===== config.mk =====
export PLATFORM = sky130hd
export DESIGN_NAME = alu_mc
export DESIGN_NICKNAME = d
export VERILOG_FILES = /design/src/rtl/alu_pkg.sv /design/src/rtl/alu_div_seq.sv /design/src/rtl/alu_mc.sv
export SDC_FILE = /design/constraint.sdc
export NUM_CORES = 1
export LEC_CHECK = 0
export ABC_AREA = 1
export CAP_MARGIN = 15
export CORE_MARGIN = 3
export CORE_UTILIZATION = 45
export DETAILED_ROUTE_END_ITERATION = 8
export GPL_ROUTABILITY_DRIVEN = 0
export PLACE_DENSITY = 0.67
export SKIP_LAST_GASP = 1
export SYNTH_ARGS = -nofsm -noshare
export SYNTH_HDL_FRONTEND = slang
export SYNTH_SLANG_ARGS = --single-unit

===== constraint.sdc =====
create_clock -name clock -period 5.3 [get_ports clock]
set_clock_uncertainty 0.2 [all_clocks]
set_input_delay 0.795 -clock clock [delete_from_list [all_inputs] [get_ports clock]]
set_output_delay 0.795 -clock clock [all_outputs]
set_load 0.02 [all_outputs]

===== src/rtl/alu_pkg.sv =====
// Shared opcode, FSM-state and flag types for the multi-cycle ALU.
package alu_pkg;

    typedef enum logic [3:0] {
        OP_ADD = 4'd0,
        OP_SUB = 4'd1,
        OP_MUL = 4'd2,
        OP_DIV = 4'd3,
        OP_MOD = 4'd4,
        OP_AND = 4'd5,
        OP_OR  = 4'd6,
        OP_XOR = 4'd7,
        OP_SHL = 4'd8,
        OP_SHR = 4'd9
    } alu_op_e;

    typedef enum logic [1:0] {
        IDLE,
        DIV,
        DONE
    } alu_state_e;

    typedef struct packed {
        logic carry;
        logic zero;
        logic ovf;
        logic err;
    } alu_flags_t;

endpackage


===== src/rtl/alu_div_seq.sv =====
// Sequential restoring divider: one quotient bit per cycle, done pulses with results ready.
module alu_div_seq #(
    parameter int WIDTH = 8
) (
    input  logic             clock,
    input  logic             reset,
    input  logic             start,
    input  logic [WIDTH-1:0] dividend,
    input  logic [WIDTH-1:0] divisor,
    output logic             busy,
    output logic             done,
    output logic [WIDTH-1:0] quotient,
    output logic [WIDTH-1:0] remainder
);
    localparam int CW = $clog2(WIDTH) + 1;

    logic [WIDTH-1:0] dvs_q;
    logic [CW-1:0]    cnt_q;

    // Returns {remainder, quotient} after one shift-and-subtract step.
    function automatic logic [2*WIDTH-1:0] div_step(input logic [WIDTH-1:0] r,
                                                    input logic [WIDTH-1:0] q,
                                                    input logic [WIDTH-1:0] d);
        logic [WIDTH:0] sh;
        logic [WIDTH:0] diff;
        sh   = {r, q[WIDTH-1]};
        diff = sh - {1'b0, d};
        if (!diff[WIDTH])
            return {diff[WIDTH-1:0], q[WIDTH-2:0], 1'b1};
        else
            return {sh[WIDTH-1:0], q[WIDTH-2:0], 1'b0};
    endfunction

    // The first iteration is folded into the load so the last one lands
    // WIDTH-1 edges later and done can feed the output register directly.
    always_ff @(posedge clock or posedge reset) begin
        if (reset) begin
            remainder <= '0;
            quotient  <= '0;
            dvs_q     <= '0;
            cnt_q     <= '0;
            busy      <= 1'b0;
            done      <= 1'b0;
        end else begin
            done <= 1'b0;
            if (start) begin
                {remainder, quotient} <= div_step('0, dividend, divisor);
                dvs_q <= divisor;
                cnt_q <= CW'(WIDTH - 1);
                busy  <= 1'b1;
            end else if (busy) begin
                {remainder, quotient} <= div_step(remainder, quotient, dvs_q);
                cnt_q <= cnt_q - 1'b1;
                if (cnt_q == CW'(1)) begin
                    busy <= 1'b0;
                    done <= 1'b1;
                end
            end
        end
    end

endmodule


===== src/rtl/alu_mc.sv =====
// Multi-cycle ALU top: single-cycle datapath, divide FSM and handshaked output register.
module alu_mc
    import alu_pkg::*;
#(
    parameter int WIDTH = 8
) (
    input  logic             clock,
    input  logic             reset,
    input  logic             in_valid,
    output logic             in_ready,
    input  logic [WIDTH-1:0] in_a,
    input  logic [WIDTH-1:0] in_b,
    input  logic [3:0]       in_op,
    output logic             out_valid,
    input  logic             out_ready,
    output logic [WIDTH-1:0] out_result,
    output logic [WIDTH-1:0] out_result_hi,
    output logic             out_carry,
    output logic             out_zero,
    output logic             out_ovf,
    output logic             out_err
);
    localparam int SW = $clog2(WIDTH);

    alu_state_e       state_q, state_d;
    alu_flags_t       flags_q, c_flags;
    logic             accept, div_start, div_busy, div_done, is_mod_q;
    logic [WIDTH-1:0] div_quo, div_rem, div_res, div_hi;
    logic [WIDTH-1:0] c_res, c_hi;
    logic [WIDTH:0]   sum, diff, shl_w, shr_w;
    logic [2*WIDTH-1:0] prod;
    logic [SW-1:0]    amt;

    assign in_ready  = (state_q == IDLE) && !div_busy && (!out_valid || out_ready) && !reset;
    assign accept    = in_valid && in_ready;
    assign div_start = accept && ((in_op == OP_DIV) || (in_op == OP_MOD)) && (in_b != '0);

    assign amt   = in_b[SW-1:0];
    assign sum   = {1'b0, in_a} + {1'b0, in_b};
    assign diff  = {1'b0, in_a} - {1'b0, in_b};
    assign prod  = in_a * in_b;
    assign shl_w = {1'b0, in_a} << amt;
    assign shr_w = {in_a, 1'b0} >> amt;

    always_comb begin
        c_res   = '0;
        c_hi    = '0;
        c_flags = '0;
        case (in_op)
            OP_ADD: begin
                c_res         = sum[WIDTH-1:0];
                c_flags.carry = sum[WIDTH];
                c_flags.ovf   = (in_a[WIDTH-1] == in_b[WIDTH-1]) && (sum[WIDTH-1] != in_a[WIDTH-1]);
            end
            OP_SUB: begin
                c_res         = diff[WIDTH-1:0];
                c_flags.carry = diff[WIDTH];
                c_flags.ovf   = (in_a[WIDTH-1] != in_b[WIDTH-1]) && (diff[WIDTH-1] != in_a[WIDTH-1]);
            end
            OP_MUL: begin
                {c_hi, c_res} = prod;
                c_flags.ovf   = (prod[2*WIDTH-1:WIDTH] != '0);
            end
            // Only reached with a zero divisor; non-zero divisors go to the divider.
            OP_DIV, OP_MOD: begin
                c_res       = '1;
                c_hi        = in_a;
                c_flags.err = 1'b1;
            end
            OP_AND: c_res = in_a & in_b;
            OP_OR:  c_res = in_a | in_b;
            OP_XOR: c_res = in_a ^ in_b;
            OP_SHL: begin
                c_res         = shl_w[WIDTH-1:0];
                c_flags.carry = shl_w[WIDTH];
            end
            OP_SHR: begin
                c_res         = shr_w[WIDTH:1];
                c_flags.carry = shr_w[0];
            end
            default: c_flags.err = 1'b1;
        endcase
        c_flags.zero = (c_res == '0);
    end

    alu_div_seq #(.WIDTH(WIDTH)) u_div (
        .clock     (clock),
        .reset     (reset),
        .start     (div_start),
        .dividend  (in_a),
        .divisor   (in_b),
        .busy      (div_busy),
        .done      (div_done),
        .quotient  (div_quo),
        .remainder (div_rem)
    );

    assign div_res = is_mod_q ? div_rem : div_quo;
    assign div_hi  = is_mod_q ? div_quo : div_rem;

    always_ff @(posedge clock or posedge reset) begin
        if (reset) state_q <= IDLE;
        else       state_q <= state_d;
    end

    always_comb begin
        state_d = state_q;
        case (state_q)
            IDLE:    if (div_start) state_d = DIV;
            DIV:     if (div_done) state_d = DONE;
            DONE:    if (out_valid && out_ready) state_d = IDLE;
            default: state_d = IDLE;
        endcase
    end

    // A divide accepted on a consuming edge falls through to the consume branch.
    always_ff @(posedge clock or posedge reset) begin
        if (reset) begin
            out_valid     <= 1'b0;
            out_result    <= '0;
            out_result_hi <= '0;
            flags_q       <= '0;
            is_mod_q      <= 1'b0;
        end else begin
            if (div_start) is_mod_q <= (in_op == OP_MOD);
            if (accept && !div_start) begin
                out_valid     <= 1'b1;
                out_result    <= c_res;
                out_result_hi <= c_hi;
                flags_q       <= c_flags;
            end else if (div_done) begin
                out_valid     <= 1'b1;
                out_result    <= div_res;
                out_result_hi <= div_hi;
                flags_q       <= '{carry: 1'b0, zero: (div_res == '0), ovf: 1'b0, err: 1'b0};
            end else if (out_valid && out_ready) begin
                out_valid <= 1'b0;
            end
        end
    end

    assign out_carry = flags_q.carry;
    assign out_zero  = flags_q.zero;
    assign out_ovf   = flags_q.ovf;
    assign out_err   = flags_q.err;

endmodule


==> results.json, run 1 <==
{
  "portBuffers": 45,
  "r2r_start": "u_div.busy",
  "synthToLayoutAreaGrowth_pct": 17.2,
  "status": "finished clean",
  "hp-start": "out_result[7]",
  "grt_pass1_wl_mm": 36.3,
  "criticalPathCategory": "in -> reg",
  "synthesis.area_sq_um": 7330,
  "p_per_area_nw_per_um2": 412,
  "antenna-diode-count": 0,
  "first_pass_iters": 7,
  "die_y_microns": 134,
  "hold_path.class": "reg -> reg",
  "die_x_microns": 134,
  "dp.cells": 1400,
  "worstRegToRegCells": 8,
  "tightest_slew_ps": 919,
  "finalHoldViolCount": 0,
  "post-place-ws_ps": -236,
  "fin_ws_ps": 238,
  "clockBufferDepth": 2,
  "num_vias": 7544,
  "ys_seq_area_frac": 0.184,
  "crit_fanout": 4,
  "setup_violations": 0,
  "instances_no_fill": 1408,
  "synth.avg_cell_area_sq_um": 6.59,
  "vias_per_cell": 5.36,
  "cts_buffers": 5,
  "die_area_sq_um": 17800,
  "synth_cell_type_count": 48,
  "synthArstFlopShare": 1.00,
  "drcViolationCount": 0,
  "wire_per_inst_microns": 16.1,
  "use_met2": 0.403,
  "worstHoldEndpoint": "out_result[7]",
  "cts_htree_levels": 2,
  "synth_edf_count": 0,
  "ant_nets": 0,
  "pin_count": 46,
  "use_met1": 0.349,
  "fin_crit_ps": 5060,
  "timing.final.crit_share": 0.955,
  "arrival_ps": 5060,
  "clockRootBuffer": "clkbuf_16",
  "max_freq_ghz": 0.198,
  "routed_wl_mm": 22.7,
  "row_count": 46,
  "hpwl_mm": 18.3,
  "ys.flop_type": "dfrtp_1",
  "layout-drive-gt1-share": 0.0923,
  "yosys_warnings": 0,
  "cts_tree": "done",
  "syn_inst": 1111,
  "p_leak_nw": 4.80,
  "slew_headroom": 0.385,
  "grt_pass1_vias": 7035,
  "setup_tns_ps": 0,
  "grt_max_degree": 55,
  "synthTopCellsByArea": "dfrtp_1, nand2_1, ha_1, fa_1, inv_1",
  "grt_util_met3": 0.0302,
  "whs_path_depth": 2,
  "antenna_found_initial": 0,
  "ir_drop_uv": 232,
  "start_util": 0.461,
  "nets": 1329,
  "placed_area_sq_um": 8360,
  "grt_use_total": 0.253,
  "cp-start-kind": "primary input",
  "cap_viol_max_count": 0,
  "clk_pin_slew_worst_paths_ps": 80,
  "ys_seq_elements": 54,
  "overflow": 0,
  "cp-end-kind": "flip-flop",
  "power_w": 0.00354,
  "drv_slew": 0,
  "ff2ff_setup_slack_ps": 2140,
  "reg2reg_to": "u_div.remainder[5]",
  "syn_nets": 1249,
  "cts.sinks": 54,
  "synth_top_cell_by_area": "dfrtp_1",
  "synth_top_area_frac": 0.184,
  "clk_latency_ps": 300,
  "drtIter0Drc": 525,
  "worst-endpoint-required_ps": 5290,
  "stdcell_area_sq_um": 8590,
  "globalRoute.busiestLayer": "met2",
  "core_sq_um": 15900
}
## cells in the mapped netlist (2+ instances only)
cell type	instances
a21o_1	3
a21oi_1	52
a22o_1	3
a22oi_1	5
a31oi_1	4
a32oi_1	5
buf_2	17
buf_4	4
clkbuf_1	16
clkinv_1	2
dfrtp_1	54
fa_1	39
ha_1	75
inv_1	189
inv_2	8
nand2_1	330
nand2_2	3
nand3_1	78
nand3b_1	6
nand4_1	15
nor2_1	77
nor2_2	4
nor2_4	3
nor3_1	2
o211ai_1	9
o21ai_0	63
o21ai_1	3
o21bai_1	2
o221ai_1	9
or2_2	3
xnor2_1	3
xor2_1	9
## per-layer routing
metal,part of all wire,wire (microns)
met2,0.45,10300
met1,0.44,10000
met5,0,0
met4,0.043,987
met3,0.063,1440
## registers in the layout, indices dropped and copies added (netlist names), 2 cells and up
name	count
out_result	8
out_result_hi	8
state_q	2
u_div.cnt_q	4
u_div.dvs_q	8
u_div.quotient	8
u_div.remainder	8
## layout make-up
cell class | count | area [sq um]
fillers | 1618 | 7290
multi-input cells | 820 | 5100
flip-flops and latches | 54 | 1350
repair buffers | 111 | 971
inverters | 199 | 747
well taps | 216 | 270
clock buffers | 5 | 125
clock inverters | 3 | 26.3
## cell usage in the layout, fill, tap and decap left out, drive strengths merged, types with 7 or more instances in the layout
| master | n |
|---|---|
| nand4 | 15 |
| buf | 66 |
| nand3b | 7 |
| dfrtp | 54 |
| inv | 199 |
| o211ai | 10 |
| clkdlybuf4s50 | 35 |
| o221ai | 9 |
| xor2 | 9 |
| dlymetal6s2s | 10 |
| a21oi | 52 |
| nor2 | 85 |
| nand2 | 334 |
| o21ai | 68 |
| ha | 75 |
| fa | 39 |
| nand3 | 78 |
## critical path, cell delays in order
cell	delay, ps
clkdlybuf4s50_1	560
nand2_1	80
inv_1	70
fa_1	450
fa_1	520
fa_1	550
inv_1	50
fa_1	530
inv_1	60
ha_4	260
a21oi_2	160
buf_4	130
nor2_1	40
nor2_1	150
nand3_1	110
nand2_1	70
nand2_1	100
nor2_1	100
nand3_1	80
nand2_1	60
nand2_1	50
nand2_1	50
nand2_1	50
## through the flow
stage,hold slack [ps],util
floorplan,247,-
global placement,265,0.527
detailed placement,269,0.527
CTS,290,0.536
global route,309,0.541
finish,285,0.541
## logic make-up after synthesis
group / share of synthesized area
buf+inv: 0.126
xor+xnor: 0.0143
fa+ha+maj: 0.235
compound gates: 0.135
simple gates: 0.305
flops: 0.184
## report_power, final
part | switching, W | leakage (nW) | internal (W)
Clock | 0.000164 | 0.0748 | 0.000180
Sequential | 0.000152 | 0.675 | 0.000599
Combinational | 0.00140 | 4.05 | 0.00104
## worst max path at each step
stage / startpoint / end / slack (ps) / cells after the start
CTS: in_b[4] / out_ovf / 80 / 24
finish: in_a[6] / out_ovf / 240 / 23
detailed placement: in_b[4] / out_ovf / -240 / 24
floorplan: in_b[2] / out_ovf / 310 / 25
global placement: in_a[0] / out_ovf / -200 / 22
global route: in_b[6] / out_ovf / -50 / 27
## timing repair
action                     in CTS  in global routing
setup endpoints to repair       0                  5
setup buffers                   0                  0
resized for setup               0                 17
hold endpoints to repair        0                  0
hold buffers                    0                  0
(Power assumes the default switching activity.)
==> inputs of run 2 (changes only) <==
--- a/config.mk
+++ b/config.mk
@@ -11,6 +11,7 @@
 export CORE_UTILIZATION = 45
 export DETAILED_ROUTE_END_ITERATION = 8
 export GPL_ROUTABILITY_DRIVEN = 0
+export MAX_ROUTING_LAYER = met4
 export PLACE_DENSITY = 0.67
 export SKIP_LAST_GASP = 1
 export SYNTH_ARGS = -nofsm -noshare
==> results.json, run 2 (synthesis results as in run 1) <==
{
  "reg2reg_to": "u_div.remainder[5]",
  "crit_fanout": 4,
  "clockRootBuffer": "clkbuf_16",
  "core_sq_um": 15900,
  "fin_crit_ps": 5060,
  "overflow": 0,
  "ctsHoldBuffers": 0,
  "cts_buffers": 5,
  "status": "finished clean",
  "worstRegToRegCells": 8,
  "clk_pin_slew_worst_paths_ps": 70,
  "num_vias": 7524,
  "stdcell_area_sq_um": 8590,
  "die_y_microns": 134,
  "worstHoldEndpoint": "out_result[7]",
  "crit_top_cell": "nand2_1",
  "cp_slowest_cell": "clkdlybuf4s50_1",
  "tightest_slew_ps": 920,
  "cp-start-kind": "primary input",
  "hold_path.class": "reg -> reg",
  "arrival_ps": 5060,
  "ant_nets": 0,
  "wire_per_inst_microns": 16.1,
  "finalHoldViolCount": 0,
  "synthToLayoutAreaGrowth_pct": 17.3,
  "ff2ff_setup_slack_ps": 2190,
  "drcViolationCount": 0,
  "start_util": 0.461,
  "setup_violations": 0,
  "whs_path_depth": 2,
  "cts_setup_buffers": 0,
  "cap_viol_max_count": 0,
  "vias_per_cell": 5.34,
  "slew_headroom": 0.384,
  "dp.cells": 1400,
  "grt_max_degree": 55,
  "antenna_found_initial": 1,
  "hp-start": "out_result[7]",
  "grt_pass1_wl_mm": 36.3,
  "layout_commonest_cell": "nand2_1",
  "grt_pass1_vias": 7026,
  "portBuffers": 45,
  "drv_slew": 0,
  "timing.final.crit_share": 0.955,
  "cts_tree": "done",
  "pin_count": 46,
  "cp-end-kind": "flip-flop",
  "nets": 1329,
  "max_freq_ghz": 0.197,
  "power_w": 0.00353,
  "clk_latency_ps": 300,
  "p_leak_nw": 4.80,
  "cts_htree_levels": 2,
  "criticalPathCategory": "in -> reg",
  "clockBufferDepth": 2,
  "p_per_area_nw_per_um2": 411,
  "max_stage_delay_ps": 560,
  "first_pass_iters": 7,
  "cp_cell_sequence": "clkdlybuf4s50_1 -> nand2_1 -> inv_1 -> fa_1 -> fa_1 -> fa_1 -> inv_1 -> fa_1 -> inv_1 -> ha_4 -> a21oi_2 -> buf_4 -> nor2_1 -> nor2_1 -> nand3_1 -> nand2_1 -> nand2_1 -> nor2_1 -> nand3_1 -> nand2_1 -> nand2_1 -> nand2_1 -> nand2_1",
  "hpwl_mm": 18.3,
  "routed_wl_mm": 22.7,
  "ir_drop_uv": 230,
  "die_x_microns": 134,
  "row_count": 46,
  "grt_use_total": 0.261,
  "placed_area_sq_um": 8360,
  "layout-drive-gt1-share": 0.0923,
  "instances_no_fill": 1409,
  "postLayoutCoreUtil": 0.541,
  "r2r_start": "u_div.busy",
  "drtIter0Drc": 562,
  "layout_common_cells": "nand2_1, inv_1, nand3_1",
  "cts.sinks": 54,
  "die_area_sq_um": 17800,
  "cts-resized-gates": 0,
  "worst-endpoint-required_ps": 5290,
  "setup_tns_ps": 0
}
==> run 2: changes by cell type in the layout (fill, tap and decap cells not counted), sizes merged <==
cell   delta
diode     +1
==> run 2: area by class of cell <==
type                    count  area (sq um)
fillers                  1618          7290
clock buffers               5           125
inverters                 199           747
clock inverters             3          26.3
flip-flops and latches     54          1350
multi-input cells         820          5100
well taps                 216           270
repair buffers            111           971
diodes                      1          2.50
==> run 2: routing by layer <==
layer | wire length [microns] | GRT usage | vias to the layer above
met1 | 9850 | 0.349 | 3456
met5 | 0 | - | -
met2 | 10300 | 0.403 | 325
met3 | 1550 | 0.0302 | 59
li1 | - | - | 3684
met4 | 936 | 0.109 | 0
==> run 2: how the worst max path moves through the flow <==
stage	from	end	slack, ps
after floorplan	in_b[2]	out_ovf	310
after global placement	in_a[0]	out_ovf	-200
after detailed placement	in_b[4]	out_ovf	-240
after CTS	in_b[4]	out_ovf	80
after global routing	in_b[6]	out_ovf	-50
final	in_a[6]	out_ovf	240
==> run 2: worst max-delay path, delay by kind of cell <==
| family | cells | cell delay, ps |
|---|---|---|
| fa+ha+maj | 5 | 2310 |
| simple gates | 12 | 930 |
| buf+inv | 5 | 870 |
| compound gates | 1 | 160 |
==> run 2: through the flow <==
step | hold slack [ps] | setup slack (ps)
final | 285 | 236
after CTS | 290 | 81.3
after global placement | 265 | -200
after floorplan | 247 | 310
after global routing | 309 | -51.8
after detailed placement | 269 | -236
==> run 2: report_power, final <==
part           internal (W)  leakage [nW]  switching [W]
sequential         0.000599         0.675       0.000150
combinational       0.00104          4.05        0.00140
clock              0.000180        0.0748       0.000164
